===== src/rtl/ppu_pkg.sv =====
// Shared definitions for the PPU VRAM access path: CPU register indices,
// palette address constants and the $2007 read sequencer states.
package ppu_pkg;

   // CPU-visible register indices (low three address bits of $2000-$2007)
   localparam logic [2:0] REG_CTRL   = 3'd0;
   localparam logic [2:0] REG_STATUS = 3'd2;
   localparam logic [2:0] REG_ADDR   = 3'd6;
   localparam logic [2:0] REG_DATA   = 3'd7;

   // Addresses at or above PAL_BASE read palette RAM directly; the read
   // buffer is refilled from the nametable byte PAL_SHADOW_OFS below.
   localparam logic [13:0] PAL_BASE       = 14'h3F00;
   localparam logic [13:0] PAL_SHADOW_OFS = 14'h1000;

   // $2007 read sequencer.
   //   IDLE    : no CPU read in flight
   //   RD1     : waiting for the read port to drive address a
   //   RD1_CAP : memory data for a is valid
   //   RD2     : palette only, waiting to drive a - PAL_SHADOW_OFS
   //   RD2_CAP : shadow nametable byte is valid
   typedef enum logic [2:0] {
      IDLE    = 3'd0,
      RD1     = 3'd1,
      RD1_CAP = 3'd2,
      RD2     = 3'd3,
      RD2_CAP = 3'd4
   } rd_state_t;

endpackage


===== src/rtl/ppu_read_arb.sv =====
// Read-port arbiter for the PPU memory block. The renderer has fixed
// priority; the CPU read sequencer only gets the port in cycles where the
// renderer is not requesting. Kept separate so further requesters can be
// slotted in below the renderer.
module ppu_read_arb #(
   parameter int ADDR_W = 14
) (
   input  logic              clk,
   input  logic              rst,
   input  logic              rnd_req,
   input  logic [ADDR_W-1:0] rnd_addr,
   input  logic              cpu_rd_en,
   input  logic [ADDR_W-1:0] cpu_rd_addr,
   output logic              cpu_grant,
   output logic [15:0]       mem_read_addr,
   output logic              rnd_valid
);

   // Priority mux onto the single synchronous read port
   always_comb begin
      mem_read_addr = '0;
      cpu_grant     = 1'b0;
      if (rnd_req) begin
         mem_read_addr = 16'(rnd_addr);
      end else if (cpu_rd_en) begin
         mem_read_addr = 16'(cpu_rd_addr);
         cpu_grant     = 1'b1;
      end
   end

   // Renderer data returns one cycle after its address, so valid follows req
   always_ff @(posedge clk or negedge rst) begin
      if (!rst) rnd_valid <= 1'b0;
      else      rnd_valid <= rnd_req;
   end

endmodule


===== src/rtl/ppu_vram_port.sv =====
// CPU PPUADDR/PPUDATA path in front of the PPU memory block: $2006 address
// latch with write toggle, $2007 writes straight to the write port, $2007
// reads through the buffered read sequencer sharing the read port with the
// renderer.
//
// CPU handshake: a request is taken in any cycle with cpu_req=1 and
// cpu_busy=0; everything else on cpu_req is ignored and must be retried.
// Every accepted access completes with exactly one cpu_ack pulse, with
// cpu_rdata valid in that same cycle. cpu_busy is high only while a $2007
// read is in flight and falls in its ack cycle.
module ppu_vram_port #(
   parameter int                ADDR_W         = 14,
   parameter logic [ADDR_W-1:0] PAL_BASE       = 14'h3F00,
   parameter logic [ADDR_W-1:0] PAL_SHADOW_OFS = 14'h1000
) (
   input  logic              clk,
   input  logic              rst,
   input  logic              cpu_req,
   input  logic              cpu_we,
   input  logic [2:0]        cpu_reg,
   input  logic [7:0]        cpu_wdata,
   output logic [7:0]        cpu_rdata,
   output logic              cpu_ack,
   output logic              cpu_busy,
   input  logic              rnd_req,
   input  logic [ADDR_W-1:0] rnd_addr,
   output logic [7:0]        rnd_rdata,
   output logic              rnd_valid,
   output logic [15:0]       mem_read_addr,
   input  logic [7:0]        mem_read_data,
   output logic [15:0]       mem_write_addr,
   output logic [7:0]        mem_write_data,
   output logic              mem_write_en
);

   import ppu_pkg::*;

   rd_state_t         state;
   rd_state_t         state_next;

   logic [ADDR_W-1:0] v;        // current VRAM address
   logic [ADDR_W-9:0] t_hi;     // high byte held between the two $2006 writes
   logic              w;        // $2006 write toggle
   logic              inc32;    // 1: step v by 32 per $2007 access
   logic [7:0]        rbuf;     // $2007 read buffer
   logic [7:0]        pal;      // palette byte held while the shadow read runs
   logic [ADDR_W-1:0] a;        // address of the $2007 read in flight

   logic              accept;
   logic              rd_start;
   logic              cap_lo;
   logic              cap_pal;
   logic              cap_shadow;
   logic              cpu_rd_en;
   logic [ADDR_W-1:0] cpu_rd_addr;
   logic              cpu_grant;
   logic [ADDR_W-1:0] v_step;

   assign accept    = cpu_req & ~cpu_busy;
   assign v_step    = inc32 ? ADDR_W'(32) : ADDR_W'(1);
   assign rnd_rdata = mem_read_data;

   // CPU read asks for the port in the two address phases of the sequence
   assign cpu_rd_en   = (state == RD1) || (state == RD2);
   assign cpu_rd_addr = (state == RD2) ? (a - PAL_SHADOW_OFS) : a;

   ppu_read_arb #(
      .ADDR_W (ADDR_W)
   ) u_read_arb (
      .clk           (clk),
      .rst           (rst),
      .rnd_req       (rnd_req),
      .rnd_addr      (rnd_addr),
      .cpu_rd_en     (cpu_rd_en),
      .cpu_rd_addr   (cpu_rd_addr),
      .cpu_grant     (cpu_grant),
      .mem_read_addr (mem_read_addr),
      .rnd_valid     (rnd_valid)
   );

   // Read sequencer state register
   always_ff @(posedge clk or negedge rst) begin
      if (!rst) state <= IDLE;
      else      state <= state_next;
   end

   // Read sequencer next state and capture strobes
   always_comb begin
      state_next = state;
      rd_start   = 1'b0;
      cap_lo     = 1'b0;
      cap_pal    = 1'b0;
      cap_shadow = 1'b0;
      case (state)
         IDLE: begin
            if (accept && !cpu_we && (cpu_reg == REG_DATA)) begin
               rd_start   = 1'b1;
               state_next = RD1;
            end
         end
         RD1: begin
            if (cpu_grant) state_next = RD1_CAP;
         end
         RD1_CAP: begin
            if (a >= PAL_BASE) begin
               cap_pal    = 1'b1;
               state_next = RD2;
            end else begin
               cap_lo     = 1'b1;
               state_next = IDLE;
            end
         end
         RD2: begin
            if (cpu_grant) state_next = RD2_CAP;
         end
         RD2_CAP: begin
            cap_shadow = 1'b1;
            state_next = IDLE;
         end
         default: state_next = IDLE;
      endcase
   end

   // Register file, write port and CPU response registers
   always_ff @(posedge clk or negedge rst) begin
      if (!rst) begin
         v              <= '0;
         t_hi           <= '0;
         w              <= 1'b0;
         inc32          <= 1'b0;
         rbuf           <= '0;
         pal            <= '0;
         a              <= '0;
         cpu_ack        <= 1'b0;
         cpu_rdata      <= '0;
         cpu_busy       <= 1'b0;
         mem_write_en   <= 1'b0;
         mem_write_addr <= '0;
         mem_write_data <= '0;
      end else begin
         cpu_ack      <= 1'b0;
         cpu_rdata    <= '0;
         mem_write_en <= 1'b0;

         if (accept) begin
            if (cpu_we) begin
               cpu_ack <= 1'b1;
               case (cpu_reg)
                  REG_CTRL: inc32 <= cpu_wdata[2];
                  REG_ADDR: begin
                     if (!w) begin
                        t_hi <= cpu_wdata[ADDR_W-9:0];
                        w    <= 1'b1;
                     end else begin
                        v <= {t_hi, cpu_wdata};
                        w <= 1'b0;
                     end
                  end
                  REG_DATA: begin
                     mem_write_en   <= 1'b1;
                     mem_write_addr <= 16'(v);
                     mem_write_data <= cpu_wdata;
                     v              <= v + v_step;
                  end
                  default: ;
               endcase
            end else if (rd_start) begin
               // $2007 read: ack comes from the sequencer
               a        <= v;
               cpu_busy <= 1'b1;
            end else begin
               cpu_ack <= 1'b1;
               if (cpu_reg == REG_STATUS) w <= 1'b0;
            end
         end

         if (cap_lo) begin
            cpu_rdata <= rbuf;
            rbuf      <= mem_read_data;
            cpu_ack   <= 1'b1;
            cpu_busy  <= 1'b0;
            v         <= v + v_step;
         end

         if (cap_pal) pal <= mem_read_data;

         if (cap_shadow) begin
            cpu_rdata <= pal;
            rbuf      <= mem_read_data;
            cpu_ack   <= 1'b1;
            cpu_busy  <= 1'b0;
            v         <= v + v_step;
         end
      end
   end

endmodule


===== config.mk =====
export PLATFORM = sky130hd
export DESIGN_NAME = ppu_vram_port
export DESIGN_NICKNAME = d
export VERILOG_FILES = /design/src/rtl/ppu_pkg.sv /design/src/rtl/ppu_read_arb.sv /design/src/rtl/ppu_vram_port.sv
export SDC_FILE = /design/constraint.sdc
export NUM_CORES = 1
export LEC_CHECK = 0
export CAP_MARGIN = 0
export CORE_MARGIN = 1
export CORE_UTILIZATION = 54
export CTS_BUF_LIST = sky130_fd_sc_hd__clkbuf_4 sky130_fd_sc_hd__clkbuf_8 sky130_fd_sc_hd__clkbuf_16
export DETAILED_ROUTE_END_ITERATION = 10
export GPL_TIMING_DRIVEN = 0
export PLACE_DENSITY = 0.91
export SLEW_MARGIN = 20
export SYNTH_ARGS = -nofsm -noshare
export SYNTH_HDL_FRONTEND = slang
export SYNTH_SLANG_ARGS = --single-unit

===== constraint.sdc =====
create_clock -name clk -period 6.6 [get_ports clk]
set_input_delay 1.32 -clock clk [delete_from_list [all_inputs] [get_ports clk]]
set_output_delay 1.32 -clock clk [all_outputs]
set_load 0.005 [all_outputs]

Word-level counts from Yosys, hierarchy flattened
Cells that the tools add are included.

word-level totals
  output and inout bits = 60
  flip-flop bits (word level) = 89
  bits of input ports = 38

operators by class
  order comparisons = 1
  eq/ne operators = 14
  reductions and logical operators = 20
  add/subtract/negate cells = 2
  multiplexer cells = 46
  bitwise logic cells = 4

operators with widths
  kind                      count
  $mux W14                  7
  $mux W8                   4
  $pmux W14 S2              1
  $mux W1                   27
  $mux W16                  1
  $reduce_and A3 Y1         5
  $add A14 B6 Y14           1
  $ge A14 B14 Y1 const B    1
  $sub A14 B13 Y14 const B  1
  $pmux W3 S4               1
  $reduce_and A4 Y1         3
  $eq A3 B2 Y1 const B      3
  $eq A3 B3 Y1 const B      3
  $mux W3                   3
  $reduce_bool A3 Y1        3
  $ne A2 B2 Y1 const B      4
  $logic_not A3 Y1          2
  $mux W6                   1
  $ne A4 B4 Y1 const B      1
  $reduce_bool A2 Y1        2
  $reduce_bool A4 Y1        1
  $eq A3 B1 Y1 const B      1
  $ne A3 B1 Y1 const B      1
  $not A1 Y1                3
  6 further kinds           7

Depth between registers and ports, before layout
Gate-level depths: netlist of the first run.

  depth in word-level cells = 11
  mapped depth = 9

Modules after synthesis
Synthesis of the first run repeated with hierarchy kept, for this count alone.

second synthesis, totals
  cell total of the unflattened synthesis = 363
  area total of the unflattened synthesis = 4180.3 um2

by module, submodules not included
  module         times used  cells each  area each (um2)
  ppu_vram_port  1           339         3965.1
  ppu_read_arb   1           24          215.2

Worst setup path after synthesis of the first run
OpenSTA, ideal clock, no wires.

  path type = input -> output
  start point = in rnd_req
  end point = out mem_read_addr[10]
  stages on the path = 5
  data arrival time = 2377 ps
  data required time = 5280 ps
  slack = 2903 ps
  path buffers = 2
  cell sequence = clkbuf_1 nor2b_1 nor2b_1 clkbuf_1 a22o_1

between the ends
  word-level cells in the longest chain between the ends = 1

ends and longest elaborated chain
  item                RTL line             source
  start: declaration  ppu_vram_port.sv:25  input logic rnd_req,
  $mux W16            ppu_read_arb.sv:23   if (rnd_req) begin
  end: declaration    ppu_vram_port.sv:29  output logic [15:0] mem_read_addr,

No other way between the ends.

Final worst setup path of the first run
  start point = in rnd_req
  end point = out mem_read_addr[12]

Same word-level chain as after synthesis.

==> report_table.html, run 1 <==
<table>
<tr><th>Metric</th><th>Value</th></tr>
<tr><th colspan="2">Global route</th></tr>
<tr><td>Maximum number of pins on one net before global-route repair</td><td>about 60</td></tr>
<tr><td>Number of global-route vias before repair</td><td>3169</td></tr>
<tr><td>Overflow after GRT</td><td>0</td></tr>
<tr><td>First-pass GRT wire length</td><td>15.8 mm</td></tr>
<tr><td>Number of antenna violations at the first check in global routing</td><td>0</td></tr>
<tr><td>Tot GR Track Use</td><td>between 20% and 30%</td></tr>
<tr><th colspan="2">Power</th></tr>
<tr><td>Static Leak</td><td>2.47 nW</td></tr>
<tr><td>Switching share of power</td><td>32.9%</td></tr>
<tr><td>Sequential power share</td><td>43.6%</td></tr>
<tr><td>Peak supply drop</td><td>0.000212 V</td></tr>
<tr><td>Combinational share of power</td><td>33.8%</td></tr>
<tr><td>Switching power of the nets</td><td>661 uW</td></tr>
<tr><td>Power per Cell Area</td><td>369 nW/um^2</td></tr>
<tr><td>Internal Pwr Total</td><td>1.35 mW</td></tr>
<tr><td>Clock network fraction of design power</td><td>22.5%</td></tr>
<tr><th colspan="2">CTS</th></tr>
<tr><td>Hold-fix buffers at CTS</td><td>0</td></tr>
<tr><td>CTS tree</td><td>built</td></tr>
<tr><td>Clock transition at the registers of the reported paths</td><td>approximately 0.090 ns</td></tr>
<tr><td>Number of H-tree levels</td><td>3</td></tr>
<tr><td>PostCTS Resize Cnt</td><td>0</td></tr>
<tr><td>Later-pin clock latency in the skew report</td><td>0.36 ns</td></tr>
<tr><td>Clock Sinks</td><td>89</td></tr>
<tr><td>Max Buffers Root-to-Sink</td><td>2</td></tr>
<tr><td>Clock Tree Root</td><td>clkbuf_8</td></tr>
<tr><td>Number of buffers created by CTS</td><td>9</td></tr>
<tr><td># Post-CTS Setup Buffers</td><td>0</td></tr>
<tr><th colspan="2">Setup path</th></tr>
<tr><td>Crit path kind</td><td>in -&gt; out</td></tr>
<tr><td>Worst Setup End Kind</td><td>output port</td></tr>
<tr><td>Crit path launch type</td><td>primary input</td></tr>
<tr><td>Data arrival at the endpoint of the critical path</td><td>3.61 ns</td></tr>
<tr><td>Data required time at the worst endpoint</td><td>5.28 ns</td></tr>
<tr><td>Critical-path maximum fanout</td><td>10</td></tr>
<tr><th colspan="2">Drt</th></tr>
<tr><td>Post-Route WL</td><td>9.97 mm</td></tr>
<tr><td>Number of remaining DRC errors</td><td>0</td></tr>
<tr><td>Antenna-violating nets left</td><td>0</td></tr>
<tr><td>Detailed-router iteration count before antenna repair</td><td>4</td></tr>
<tr><td>Via/cell ratio</td><td>5.72</td></tr>
<tr><td>Vias after detailed routing</td><td>3238</td></tr>
<tr><td>Initial DRC Count</td><td>290</td></tr>
<tr><td>WL per Instance</td><td>17.6 microns</td></tr>
<tr><th colspan="2">Cells and area</th></tr>
<tr><td>Synthesis-to-finish area growth</td><td>32.4%</td></tr>
<tr><td>Final Net Count</td><td>~500</td></tr>
<tr><td>Final design utilization</td><td>about three quarters</td></tr>
<tr><td>Final instance area</td><td>~5400 sq um</td></tr>
<tr><td>Number of antenna repair diodes</td><td>0</td></tr>
<tr><td>Layout cells sized above 1</td><td>13.5%</td></tr>
<tr><td>Layout fillers</td><td>493</td></tr>
<tr><th colspan="2">Yosys</th></tr>
<tr><td>Post-synthesis sequential area ratio</td><td>54.2%</td></tr>
<tr><td>Fraction of registers with async set/reset</td><td>between 90% and 100%</td></tr>
<tr><td>Synthesized area per cell</td><td>11.6 sq um</td></tr>
<tr><td>Area of the mapped netlist</td><td>4110 sq um</td></tr>
<tr><td>Number of distinct library cells after synthesis</td><td>49</td></tr>
<tr><td>FF+latch count, synth</td><td>89</td></tr>
<tr><td>Number of enable flip-flop cells after synthesis</td><td>0</td></tr>
<tr><td>Number of cells produced by synthesis</td><td>around 350</td></tr>
<tr><td>Syn. warnings</td><td>0</td></tr>
<tr><td>Commonest register cell after synthesis</td><td>dfrtp_1</td></tr>
<tr><th colspan="2">STA</th></tr>
<tr><td>Number of endpoints with negative hold slack in the final report</td><td>0</td></tr>
<tr><td>Worst setup slack after layout</td><td>1.67 ns</td></tr>
<tr><td>Setup repair after global routing missed its margin</td><td>no</td></tr>
<tr><td>Maximum clock frequency</td><td>203 MHz</td></tr>
<tr><td>Total setup violations reported at the end of the flow</td><td>0</td></tr>
<tr><td>Post-route clock skew</td><td>0.00805 ns</td></tr>
<tr><td>Worst slew margin relative to its limit</td><td>50.0%</td></tr>
<tr><td>Final worst path period need</td><td>4.93 ns</td></tr>
<tr><td>Final max-slew violation count</td><td>0</td></tr>
<tr><td>Transition time at the pin with the least slew margin</td><td>0.750 ns</td></tr>
<tr><td>Total Neg Setup Slack</td><td>0 ns</td></tr>
<tr><td>Period Utilization, post-route</td><td>74.6%</td></tr>
<tr><th colspan="2">Hold path</th></tr>
<tr><td>Class of the tightest hold or removal check</td><td>reg -&gt; reg</td></tr>
<tr><th colspan="2">Place</th></tr>
<tr><td>Post-detail-place hpwl</td><td>7.16 mm</td></tr>
<tr><td>Post-placement cell area</td><td>5200 sq um</td></tr>
<tr><td>Worst slack at placement</td><td>approximately 1.7 ns</td></tr>
<tr><td>RD Place Congestion</td><td>roughly 0.9</td></tr>
<tr><td>Buffers on Ports</td><td>93</td></tr>
<tr><th colspan="2">Floorplan</th></tr>
<tr><td>Core Region</td><td>7290 sq um</td></tr>
<tr><td>Boundary Pins</td><td>98</td></tr>
<tr><td>Starting Density</td><td>56.4%</td></tr>
<tr><td>Width of the die</td><td>89.2 microns</td></tr>
<tr><td>Die Y-Extent</td><td>between 80 and 90 microns</td></tr>
<tr><td>Die area</td><td>7960 sq um</td></tr>
<tr><td>Number of rows created at floorplan</td><td>31</td></tr>
<tr><th colspan="2">Run</th></tr>
<tr><td>Maximum Capacitance Violations</td><td>0</td></tr>
<tr><th colspan="2">Outcome</th></tr>
<tr><td>Run status</td><td>complete, no violations</td></tr>
</table>
==> layout make-up <==
| class | instances | area (sq um) | area share [%] |
|---|---|---|---|
| clock buffer | 9 | 124 | 2.28 |
| tap | 99 | 124 | 2.28 |
| multi-input combinational | 230 | 1690 | 31.0 |
| clock inverter | 7 | 118 | 2.16 |
| buffer | 32 | 185 | 3.40 |
| inverter | 6 | 22.5 | 0.414 |
| sequential | 89 | 2230 | 40.9 |
| timing repair buffer | 94 | 956 | 17.6 |
==> power groups by stage <==
| stage | Combinational (mW) | Sequential [mW] | Clock, mW |
|---|---|---|---|
| detailed placement | 0.669 | 0.881 | 0 |
| global route | 0.741 | 0.896 | 0.478 |
| finish | 0.679 | 0.876 | 0.452 |
| floorplan | 0.380 | 0.836 | 0 |
| global placement | 0.631 | 0.869 | 0 |
| CTS | 0.679 | 0.871 | 0.458 |
==> critical path: stages <==
cell and delay, ns:
clkdlybuf4s50_1 0.41, clkbuf_1 0.20, nor2b_1 0.18, nor2b_1 0.40, clkbuf_1 0.39, a22o_1 0.20
clkdlybuf4s50_1 0.50
==> kinds of logic after synthesis <==
family / share of synthesized area [%]
xor+xnor: 0.853
simple gates: 10.8
buf+inv: 5.05
compound gates: 10.9
fa+ha+maj: 1.22
flops: 54.2
mux: 16.9
other cells: 0.0912
==> Yosys cell counts, drive strengths merged, types with 4 or more instances <==
library cell  count  area share [%]
a21oi            10             1.2
a22o             16             3.4
and3              4            0.61
buf              21             3.5
clkbuf           11             1.0
dfrtp            89              54
ha                4             1.2
inv               6            0.55
mux2             52              14
mux2i            11             2.7
nand2            42             3.8
nand3             7            0.85
nor2             17             1.6
nor2b             4            0.61
nor3              4            0.49
o21ai             8            0.97
o22a              4            0.85
==> state kept, by name, indices dropped and copies added (netlist names), 6 cells and up <==
name	flops
a	14
mem_write_addr	14
v	14
cpu_rdata	8
mem_write_data	8
pal	8
rbuf	8
t_hi	6
==> layer usage <==
layer	up-vias	wire, microns	GRT usage [%]
li1	1472	-	-
met1	1603	4080	34.6
met2	144	4960	44.4
met3	19	701	4.80
met4	0	233	11.7
met5	-	0	0
==> cell usage in the layout, fill, tap and decap left out, types with 5 or more instances in the layout <==
cell type,synthesis,routed
a21oi_1,10,10
a22o_1,16,16
buf_4,14,15
clkbuf_1,11,11
clkbuf_8,0,9
clkdlybuf4s50_1,0,92
dfrtp_1,89,89
inv_1,6,6
mux2_1,28,28
mux2_2,24,24
mux2i_1,11,11
nand2_1,42,42
nand3_1,7,7
nor2_1,17,17
o21ai_0,5,5
==> path summary, 6_finish.rpt <==
check	end	slack [ns]	cells after the start	start
worst max-delay path	mem_read_addr[12]	1.67	7	rnd_req
worst min-delay path	rbuf[1]$_DFFE_PN0P_	0.49	2	rbuf[1]$_DFFE_PN0P_
worst max register to register	v[6]$_DFFE_PN0P_	4.21	6	a[12]$_DFFE_PN0P_
worst min register to register	rbuf[1]$_DFFE_PN0P_	0.49	2	rbuf[1]$_DFFE_PN0P_
max in group asynchronous	cpu_rdata[4]$_DFF_PN0_	5.08	2	rst
min in group asynchronous	mem_write_data[1]$_DFFE_PN0P_	0.90	1	rst
==> stage by stage <==
stage               instances  hold slack (ns)  total power, mW
global route              566            0.510             2.11
global placement          549            0.457             1.50
finish                    566            0.488             2.01
floorplan                 357            0.445             1.22
detailed placement        550            0.463             1.55
CTS                       566            0.485             2.01
(Power assumes the default switching activity.)
==> inputs of run 2 (changes only) <==
CORE_UTILIZATION = 50   (was 54)
PLACE_DENSITY = 0.85   (was 0.91)
clock period = 4.6 ns   (was 6.6 ns; I/O delays follow)
==> report_table.html, run 2 (same netlist as run 1, synthesis figures left out) <==
<table>
<tr><th>Metric</th><th>Value</th></tr>
<tr><th colspan="2">Outcome</th></tr>
<tr><td>Run status</td><td>complete, no violations</td></tr>
<tr><th colspan="2">Setup path</th></tr>
<tr><td>Reg2reg setup slack</td><td>around 2.2 ns</td></tr>
<tr><td>Slowest Stage Delay on Critical Path</td><td>about 0.50 ns</td></tr>
<tr><td>Reg-to-reg startpoint</td><td>a[12]$_DFFE_PN0P_</td></tr>
<tr><td>Worst path cell trace</td><td>clkdlybuf4s50_1 &gt; clkbuf_1 &gt; nor2b_1 &gt; nor2b_1 &gt; clkbuf_1 &gt; a22o_1 &gt; clkdlybuf4s50_1</td></tr>
<tr><td>Critical-path maximum fanout</td><td>10</td></tr>
<tr><td>Data required time at the worst endpoint</td><td>3.68 ns</td></tr>
<tr><td>Slowest stage cell, crit path</td><td>clkdlybuf4s50_1</td></tr>
<tr><td>Destination of the worst register-to-register timing path</td><td>v[13]$_DFFE_PN0P_</td></tr>
<tr><td>Crit path launch type</td><td>primary input</td></tr>
<tr><td>Data arrival at the endpoint of the critical path</td><td>roughly 3.2 ns</td></tr>
<tr><td>Worst Setup End Kind</td><td>output port</td></tr>
<tr><td>Worst r2r path cells</td><td>6</td></tr>
<tr><td>Crit path kind</td><td>in -&gt; out</td></tr>
<tr><th colspan="2">Global route</th></tr>
<tr><td>Number of global-route vias before repair</td><td>between 3k and 4k</td></tr>
<tr><td>Maximum number of pins on one net before global-route repair</td><td>56</td></tr>
<tr><td>Tot GR Track Use</td><td>23.8%</td></tr>
<tr><td>First-pass GRT wire length</td><td>15.8 mm</td></tr>
<tr><td>Number of antenna violations at the first check in global routing</td><td>0</td></tr>
<tr><td>Overflow after GRT</td><td>0</td></tr>
<tr><th colspan="2">Power</th></tr>
<tr><td>Power per Cell Area</td><td>approximately 520 nW/um^2</td></tr>
<tr><td>Peak supply drop</td><td>0.000292 V</td></tr>
<tr><td>Sequential power share</td><td>44.7%</td></tr>
<tr><td>Static Leak</td><td>2.47 nW</td></tr>
<tr><td>Switching power of the nets</td><td>933 uW</td></tr>
<tr><td>Clock network fraction of design power</td><td>21.2%</td></tr>
<tr><td>Internal Pwr Total</td><td>1.88 mW</td></tr>
<tr><td>Combinational share of power</td><td>34.1%</td></tr>
<tr><td>Switching share of power</td><td>about a third</td></tr>
<tr><th colspan="2">Cells and area</th></tr>
<tr><td>Final Net Count</td><td>504</td></tr>
<tr><td>Synthesis-to-finish area growth</td><td>32.1%</td></tr>
<tr><td>Final instance area</td><td>5430 sq um</td></tr>
<tr><td>Leading cell type in the layout, fill and taps excluded</td><td>clkdlybuf4s50_1</td></tr>
<tr><td>Layout cells sized above 1</td><td>13.5%</td></tr>
<tr><td>Number of antenna repair diodes</td><td>0</td></tr>
<tr><td>Leading cell types in the layout, fill and taps excluded</td><td>clkdlybuf4s50_1, dfrtp_1, nand2_1, mux2_1, mux2_2</td></tr>
<tr><td>Largest registers in the final layout</td><td>a: 14 flops, mem_write_addr: 14 flops, v: 14 flops</td></tr>
<tr><th colspan="2">CTS</th></tr>
<tr><td>CTS tree</td><td>built</td></tr>
<tr><td>Number of buffers created by CTS</td><td>9</td></tr>
<tr><td># Post-CTS Setup Buffers</td><td>0</td></tr>
<tr><td>Hold-fix buffers at CTS</td><td>0</td></tr>
<tr><td>Number of H-tree levels</td><td>3</td></tr>
<tr><td>Clock Sinks</td><td>between 80 and 90</td></tr>
<tr><td>PostCTS Resize Cnt</td><td>0</td></tr>
<tr><td>Later-pin clock latency in the skew report</td><td>0.35 ns</td></tr>
<tr><td>Max Buffers Root-to-Sink</td><td>2</td></tr>
<tr><td>Clock transition at the registers of the reported paths</td><td>0.08 ns</td></tr>
<tr><td>Clock Tree Root</td><td>clkbuf_8</td></tr>
<tr><th colspan="2">STA</th></tr>
<tr><td>Transition time at the pin with the least slew margin</td><td>0.706 ns</td></tr>
<tr><td>Final worst path period need</td><td>4.10 ns</td></tr>
<tr><td>Maximum clock frequency</td><td>244 MHz</td></tr>
<tr><td>Total setup violations reported at the end of the flow</td><td>0</td></tr>
<tr><td>Number of endpoints with negative hold slack in the final report</td><td>0</td></tr>
<tr><td>Worst setup slack after layout</td><td>0.504 ns</td></tr>
<tr><td>Post-route clock skew</td><td>~0.017 ns</td></tr>
<tr><td>Final max-slew violation count</td><td>0</td></tr>
<tr><td>Setup repair after global routing missed its margin</td><td>no</td></tr>
<tr><td>Period Utilization, post-route</td><td>89.0%</td></tr>
<tr><td>Worst slew margin relative to its limit</td><td>52.9%</td></tr>
<tr><th colspan="2">Floorplan</th></tr>
<tr><td>Number of rows created at floorplan</td><td>32</td></tr>
<tr><td>Core Region</td><td>7850 sq um</td></tr>
<tr><td>Boundary Pins</td><td>98</td></tr>
<tr><td>Die Y-Extent</td><td>92.7 microns</td></tr>
<tr><td>Starting Density</td><td>52.4%</td></tr>
<tr><td>Width of the die</td><td>92.7 microns</td></tr>
<tr><td>Die area</td><td>8590 sq um</td></tr>
<tr><th colspan="2">Hold path</th></tr>
<tr><td>Class of the tightest hold or removal check</td><td>reg -&gt; reg</td></tr>
<tr><td>Hold-critical path depth</td><td>2</td></tr>
<tr><td>Sink of the worst hold path</td><td>rbuf[6]$_DFFE_PN0P_</td></tr>
<tr><td>Beginning of the worst hold path</td><td>rbuf[6]$_DFFE_PN0P_</td></tr>
<tr><th colspan="2">Drt</th></tr>
<tr><td>Number of remaining DRC errors</td><td>0</td></tr>
<tr><td>WL per Instance</td><td>16.7 microns</td></tr>
<tr><td>Initial DRC Count</td><td>between 150 and 200</td></tr>
<tr><td>Detailed-router iteration count before antenna repair</td><td>4</td></tr>
<tr><td>Post-Route WL</td><td>9.48 mm</td></tr>
<tr><td>Via/cell ratio</td><td>5.54</td></tr>
<tr><td>Vias after detailed routing</td><td>3151</td></tr>
<tr><td>Antenna-violating nets left</td><td>0</td></tr>
<tr><th colspan="2">Place</th></tr>
<tr><td>Post-detail-place hpwl</td><td>approximately 7 mm</td></tr>
<tr><td>Worst slack at placement</td><td>approximately 0.51 ns</td></tr>
<tr><td>Post-placement cell area</td><td>~5200 sq um</td></tr>
<tr><td>Buffers on Ports</td><td>93</td></tr>
<tr><td>RD Place Congestion</td><td>0.869</td></tr>
<tr><th colspan="2">Run</th></tr>
<tr><td>Maximum Capacitance Violations</td><td>0</td></tr>
</table>
==> run 2: per-layer routing <==
layer	GRT usage (%)	wire length [microns]	vias up
li1	-	-	1465
met1	32.4	4190	1570
met2	39.0	4630	96
met3	3.12	441	20
met4	9.36	209	0
met5	0	0	-
==> run 2: layout make-up <==
type                       count  area (sq um)
clock inverter                 7           100
clock buffer                   9           124
multi-input combinational    230          1690
buffer                        32           185
inverter                       6          22.5
sequential                    89          2230
fill                         600          2420
timing repair buffer          94           956
tap                          102           128
==> run 2: how the worst max path moves through the flow <==
| stage | startpoint | to | slack (ns) | cells after the start |
|---|---|---|---|---|
| after global routing | rnd_req | mem_read_addr[10] | 0.36 | 7 |
| after global placement | rst | cpu_rdata[7]$_DFF_PN0_ | -0.43 | 1 |
| final | rnd_req | mem_read_addr[4] | 0.50 | 7 |
| after CTS | rnd_req | mem_read_addr[4] | 0.50 | 7 |
| after detailed placement | rnd_req | mem_read_addr[4] | 0.51 | 7 |
| after floorplan | rnd_req | mem_read_addr[10] | 1.70 | 5 |
==> run 2: power groups by stage <==
stage	clock, mW	sequential (mW)	combinational (mW)
after floorplan	0	1.20	0.546
after global placement	0	1.25	0.908
after detailed placement	0	1.27	0.951
after CTS	0.604	1.25	0.962
after global routing	0.642	1.29	1.05
final	0.598	1.26	0.959
==> run 2: stage by stage <==
step	power (mW)	util, %	cells	hold WS, ns	TNS (ns)
final	2.81	69.2	569	0.477	0
after global routing	2.99	69.2	569	0.507	0
after CTS	2.82	69.2	569	0.482	0
after detailed placement	2.22	66.3	553	0.461	0
after global placement	2.16	66.0	552	0.457	-38.15
after floorplan	1.75	-	357	0.445	0
==> run 2: critical path: cells and delay by family <==
family	cells	cell delay [ns]
AO/OA/AOI/OAI	1	0.19
AND/OR/NAND/NOR	2	0.55
buffers and inverters	4	1.51
==> inputs of run 3 (changes only) <==
HOLD_SLACK_MARGIN = 0.1   (was default)
==> results of run 3 <==
The final DEF is identical to that of run 2; final timing and power are the same.
